[config.mk]
export PLATFORM = sky130hd
export DESIGN_NAME = msg_slot_scheduler
export DESIGN_NICKNAME = d
export VERILOG_FILES = /design/src/rtl/msg_slot_scheduler_pkg.sv /design/src/rtl/msg_slot_scheduler_slot_pick.sv /design/src/rtl/msg_slot_scheduler.sv
export SDC_FILE = /design/constraint.sdc
export NUM_CORES = 1
export LEC_CHECK = 0
export ABC_AREA = 0
export CAP_MARGIN = 5
export CORE_MARGIN = 1
export CORE_UTILIZATION = 40
export CTS_BUF_LIST = sky130_fd_sc_hd__clkbuf_8
export DETAILED_ROUTE_END_ITERATION = 7
export DONT_BUFFER_PORTS = 1
export PLACE_DENSITY_LB_ADDON = 0.3
export SLEW_MARGIN = 0
export SYNTH_ARGS = -nofsm -noshare
export SYNTH_HDL_FRONTEND = slang
export SYNTH_HIERARCHICAL = 1
export SYNTH_SLANG_ARGS = --single-unit
[constraint.sdc]
create_clock -name clk -period 3.2 [get_ports clk]
set_input_delay 0.64 -clock clk [delete_from_list [all_inputs] [get_ports clk]]
set_output_delay 0.64 -clock clk [all_outputs]
set_load 0.005 [all_outputs]
[src/rtl/msg_slot_scheduler_pkg.sv]
// Shared types and defaults for the message slot scheduler.
package msg_slot_scheduler_pkg;

   typedef enum logic [1:0] {
      ST_IDLE   = 2'd0,
      ST_OFFER  = 2'd1,
      ST_GAP    = 2'd2,
      ST_FINISH = 2'd3
   } state_t;

   localparam int DEF_NUM_SLOTS = 5;
   localparam int DEF_IDX_W     = 3;
   localparam int DEF_TICK_DIV  = 2;
   localparam int DEF_CNT_W     = 8;

endpackage

[src/rtl/msg_slot_scheduler_slot_pick.sv]
// Finds the lowest enabled slot at or above (include_base=1) or strictly above
// (include_base=0) a base index. Purely combinational.
module msg_slot_scheduler_slot_pick
   import msg_slot_scheduler_pkg::*;
#(
   parameter int NUM_SLOTS = DEF_NUM_SLOTS,
   parameter int IDX_W     = DEF_IDX_W
) (
   input  logic [NUM_SLOTS-1:0] mask,
   input  logic [IDX_W-1:0]     base,
   input  logic                 include_base,
   output logic                 found,
   output logic [IDX_W-1:0]     idx
);

   // Scan from the top down so the last qualifying hit is the lowest index.
   always_comb begin
      found = 1'b0;
      idx   = '0;
      for (int i = NUM_SLOTS - 1; i >= 0; i--) begin
         if (mask[i] && ((i > int'(base)) || (include_base && (i == int'(base))))) begin
            found = 1'b1;
            idx   = IDX_W'(i);
         end
      end
   end

endmodule

[src/rtl/msg_slot_scheduler.sv]
// Orders enabled message slots onto a single sink with a fixed idle gap
// between a completed handshake and the next offer.
//
// state     | meaning
// ----------+-------------------------------------------------------------
// ST_IDLE   | waiting for start; mask/loop captured when start arrives
// ST_OFFER  | out_valid high with out_idx = cursor until the sink accepts
// ST_GAP    | out_valid low for TICK_DIV cycles before the next offer
// ST_FINISH | one-cycle done pulse, then back to idle
module msg_slot_scheduler
   import msg_slot_scheduler_pkg::*;
#(
   parameter int NUM_SLOTS = DEF_NUM_SLOTS,
   parameter int IDX_W     = DEF_IDX_W,
   parameter int TICK_DIV  = DEF_TICK_DIV,
   parameter int CNT_W     = DEF_CNT_W
) (
   input  logic                 clk,
   input  logic                 rst,
   input  logic                 start,
   input  logic                 stop,
   input  logic                 loop,
   input  logic [NUM_SLOTS-1:0] slot_en,
   input  logic                 out_ready,
   output logic                 out_valid,
   output logic [IDX_W-1:0]     out_idx,
   output logic                 busy,
   output logic                 done,
   output logic [CNT_W-1:0]     issued_cnt
);

   localparam int GAP_W = (TICK_DIV > 1) ? $clog2(TICK_DIV) : 1;
   localparam logic [GAP_W-1:0] GAP_LOAD = GAP_W'(TICK_DIV - 1);

   state_t                 state_q, state_d;
   logic [IDX_W-1:0]       cursor_q, cursor_d;
   logic [NUM_SLOTS-1:0]   mask_q, mask_d;
   logic                   loop_q, loop_d;
   logic [GAP_W-1:0]       gap_q, gap_d;
   logic [CNT_W-1:0]       issued_q, issued_d;

   logic [NUM_SLOTS-1:0]   first_mask;
   logic                   first_found;
   logic [IDX_W-1:0]       first_idx;
   logic                   next_found;
   logic [IDX_W-1:0]       next_idx;
   logic                   hs;

   // In IDLE the first slot comes straight from the live enable mask so the
   // offer appears the cycle after start; afterwards only the captured mask counts.
   assign first_mask = (state_q == ST_IDLE) ? slot_en : mask_q;

   msg_slot_scheduler_slot_pick #(
      .NUM_SLOTS (NUM_SLOTS),
      .IDX_W     (IDX_W)
   ) u_pick_first (
      .mask         (first_mask),
      .base         ('0),
      .include_base (1'b1),
      .found        (first_found),
      .idx          (first_idx)
   );

   msg_slot_scheduler_slot_pick #(
      .NUM_SLOTS (NUM_SLOTS),
      .IDX_W     (IDX_W)
   ) u_pick_next (
      .mask         (mask_q),
      .base         (cursor_q),
      .include_base (1'b0),
      .found        (next_found),
      .idx          (next_idx)
   );

   // State register plus cursor, captured mask/loop, gap timer and issue counter.
   always_ff @(posedge clk or posedge rst) begin
      if (rst) begin
         state_q  <= ST_IDLE;
         cursor_q <= '0;
         mask_q   <= '0;
         loop_q   <= 1'b0;
         gap_q    <= '0;
         issued_q <= '0;
      end else begin
         state_q  <= state_d;
         cursor_q <= cursor_d;
         mask_q   <= mask_d;
         loop_q   <= loop_d;
         gap_q    <= gap_d;
         issued_q <= issued_d;
      end
   end

   // Next-state decode and Moore outputs.
   always_comb begin
      state_d   = state_q;
      cursor_d  = cursor_q;
      mask_d    = mask_q;
      loop_d    = loop_q;
      gap_d     = gap_q;
      issued_d  = issued_q;
      out_valid = (state_q == ST_OFFER);
      out_idx   = cursor_q;
      busy      = (state_q != ST_IDLE);
      done      = (state_q == ST_FINISH);
      hs        = out_valid & out_ready;

      case (state_q)
         ST_IDLE: begin
            if (start) begin
               mask_d = slot_en;
               loop_d = loop;
               if (first_found) begin
                  cursor_d = first_idx;
                  state_d  = ST_OFFER;
               end else begin
                  state_d  = ST_FINISH;
               end
            end
         end
         ST_OFFER: begin
            if (hs) begin
               issued_d = issued_q + CNT_W'(1);
               if (next_found && !stop) begin
                  cursor_d = next_idx;
                  gap_d    = GAP_LOAD;
                  state_d  = ST_GAP;
               end else if (loop_q && !stop) begin
                  // Captured mask is non-empty here, so first_idx is valid.
                  cursor_d = first_idx;
                  gap_d    = GAP_LOAD;
                  state_d  = ST_GAP;
               end else begin
                  state_d  = ST_FINISH;
               end
            end
         end
         ST_GAP: begin
            if (stop) begin
               state_d = ST_FINISH;
            end else if (gap_q == '0) begin
               state_d = ST_OFFER;
            end else begin
               gap_d = gap_q - GAP_W'(1);
            end
         end
         ST_FINISH: begin
            state_d = ST_IDLE;
         end
         default: begin
            state_d = ST_IDLE;
         end
      endcase
   end

   assign issued_cnt = issued_q;

endmodule

==> summary.md <==
| Metric | Value |
|---|---|
| Port bufs | `0` |
| Max-slew violation count | `0` |
| GR Util All Layers | `16.1%` |
| Num CTS Buffers | `3` |
| DRT Pass-1 Iters | `4` |
| Vias | `1032` |
| Multi-input gate area | `932 um^2` |
| RSZ-0062 raised after global routing | `false` |
| Setup Buffers After CTS | `0` |
| Via-to-Cell Ratio | `5.08` |
| Final TNS setup | `0 ns` |
| Most frequent cells in the layout | `conb_1 (31), dfrtp_1 (20), mux2_2 (14), nand2_1 (12), nand3b_1 (6)` |
| Row cnt | `20` |
| Vias in the first global route | `977` |
| DRC | `0` |
| Slew headroom | `49.7%` |
| CP startpoint kind | `flip-flop` |
| Fill count | `294` |
| Post-synth ARST share | `100%` |
| Drt initial violations | `64` |
| Clock transition at path regs | `0.07 ns` |
| Final setup fails | `0` |
| Fin area | `1580 um^2` |
| Outcome | `complete, no violations` |
| Die area | `3630 um^2` |
| Core ar. | `3130 um^2` |
| Final ANT Viol Nets | `0` |
| Dpl ws | `0.763 ns` |
| Max IR drop VDD | `0.260 mV` |
| Setup CP Type | `flip-flop to flip-flop` |
| Count of cells resized by post-cts repair | `0` |
| Share of cells above drive strength 1 | `23.3%` |
| Initial antenna violation count | `0` |
| Fin. Hold Viols | `0` |
| Leakage | `0.693 nW` |
| Max Cap Viol | `0` |
| Flop-to-flop setup slack | `0.74 ns` |
| Period Utilization, post-route | `76.8%` |
| Max Clock Skew | `0.00268 ns` |
| Util after Layout | `50.4%` |
| EDFF count, synth | `0` |
| Post-DR wirelength/cell | `13.2 um` |
| Crit path required time | `3.35 ns` |
| Fin nets | `172` |
| Area growth syn-to-layout | `16.1%` |
| Root buf cell | `clkbuf_8` |
| Least-Margin Pin Slew | `0.754 ns` |
| Crit end category | `flip-flop` |
| Synth Register Bits | `20` |
| Mapped Cells | `128` |
| Ys flop type | `dfrtp_1` |
| Register area share after synthesis | `36.8%` |
| R2R Path Start | `state_q[0]$_DFFE_PP0P_` |
| Netlist cell types | `41` |
| Detailed placement HPWL | `2100 um` |
| Setup slack after layout | `0.741 ns` |
| Most common cell after layout, fill and taps aside | `conb_1` |
| IO Count | `25` |
| Pwr/cell area | `876 nW/um^2` |
| Mapped Area | `1360 um^2` |
| Placed Area | `1510 um^2` |
| Peak Freq | `0.407 GHz` |
| Crit path max fanout | `12` |
| Syn_area_per_cell | `10.6 um^2` |
| CTS tree | `built` |
| Largest net degree at the start of global routing | `21` |
| Max Root-Sink Buffers | `2` |
| Reg2reg end | `out_idx[2]$_DFFE_PP0P_` |
| DRT Wirelength | `2690 um` |
| Horiz. Die Dim | `60.3 um` |
| Worst min-delay path class | `primary input to asynchronous set/reset pin` |
| GPL Wtd Cong | `0.823` |
| Critical path arrival | `2.61 ns` |
| FF+latch area | `500 um^2` |
| Clk Latency, worst-skew pair | `0.26 ns` |
| Number of inserted diodes | `0` |
| GRT overflow | `0` |
| Starting Density | `43.4%` |
| Hold-fix buffers, CTS | `0` |
| Yosys warning count | `6` |
| First-pass GRT wire length | `4180 um` |
| Fin crit period | `2.46 ns` |
| TritonCTS Sinks | `20` |
| Worst R2R Path Depth | `8` |
| Chip height | `60.3 um` |
| H-tree levels | `1` |
[worst max-delay path by stage]
stage	startpoint	to	slack [ns]	cells after the start
final	state_q[0]$_DFFE_PP0P_	out_idx[2]$_DFFE_PP0P_	0.74	8
after global routing	state_q[0]$_DFFE_PP0P_	out_idx[0]$_DFFE_PP0P_	0.60	8
after CTS	state_q[0]$_DFFE_PP0P_	out_idx[2]$_DFFE_PP0P_	0.74	8
after detailed placement	state_q[0]$_DFFE_PP0P_	out_idx[0]$_DFFE_PP0P_	0.76	8
after global placement	state_q[0]$_DFFE_PP0P_	out_idx[0]$_DFFE_PP0P_	0.84	8
after floorplan	state_q[1]$_DFFE_PP0P_	out_idx[0]$_DFFE_PP0P_	0.97	9
[critical path, stage by stage, from the launching register on]
cell,delay (ns)
dfrtp_1,0.55
nor2_2,0.33
mux2_2,0.42
o21bai_1,0.16
a211oi_2,0.07
nor2_1,0.10
nand2_1,0.09
a22oi_2,0.25
mux2_2,0.37
[power by group]
group,total [mW],internal [mW],switching (mW),leakage [nW]
Combinational,0.598,0.330,0.268,0.410
Sequential,0.533,0.354,0.179,0.247
Clock,0.251,0.167,0.0845,0.0357
Total,1.38,0.851,0.531,0.693
[metrics by stage]
step                      power [mW]  cells  hold slack, ns
final                           1.38    203           0.398
after global routing            1.49    203           0.462
after CTS                       1.39    203           0.420
after detailed placement        1.13    199           0.490
after global placement          1.10    199           0.484
after floorplan                 1.02    157           0.465
[cell families after synthesis]
kind of cell,share of synthesized area (%)
compound gates,15.4
other cells,0.553
xor+xnor,4.51
mux,14.9
flops,36.8
fa+ha+maj,0.921
buf+inv,2.58
simple gates,24.3
[cell usage after synthesis, types with 3 or more instances]
library cell  number  area share (%)
a21oi_1            4             1.5
dfrtp_1           20              37
inv_1              5             1.4
mux2_2            14              12
mux2_4             3             3.3
nand2_1           12             3.3
nand2b_1           5             2.3
nand3b_1           6             3.3
nand4_1            3             1.4
nor2_1             5             1.4
nor2b_1            4             1.8
nor3_1             3             1.1
o21ai_0            3             1.1
xnor2_1            5             3.2
[state kept, by name, summed over array words and instances, names as in the netlist]
name / count
gap_q: 1
issued_cnt: 8
loop_q: 1
mask_q: 5
out_idx: 3
state_q: 2
[final cells by class]
cell class | instances | share of cell area (%)
flip-flops and latches | 20 | 31.7
multi-input cells | 130 | 59.1
clock buffers | 3 | 2.62
clock inverters | 1 | 1.90
well taps | 44 | 3.49
inverters | 5 | 1.19
[metal layers]
layer | track usage [%] | wire, um | part of all wire [%] | vias to the layer above
met1 | 16.2 | 985 | 37 | 489
met4 | 9.30 | 83 | 3.1 | 0
met3 | 2.81 | 103 | 3.8 | 9
met5 | 0 | 0 | 0 | -
li1 | - | - | - | 498
met2 | 30.3 | 1510 | 56 | 36
(Power assumes the default switching activity.)
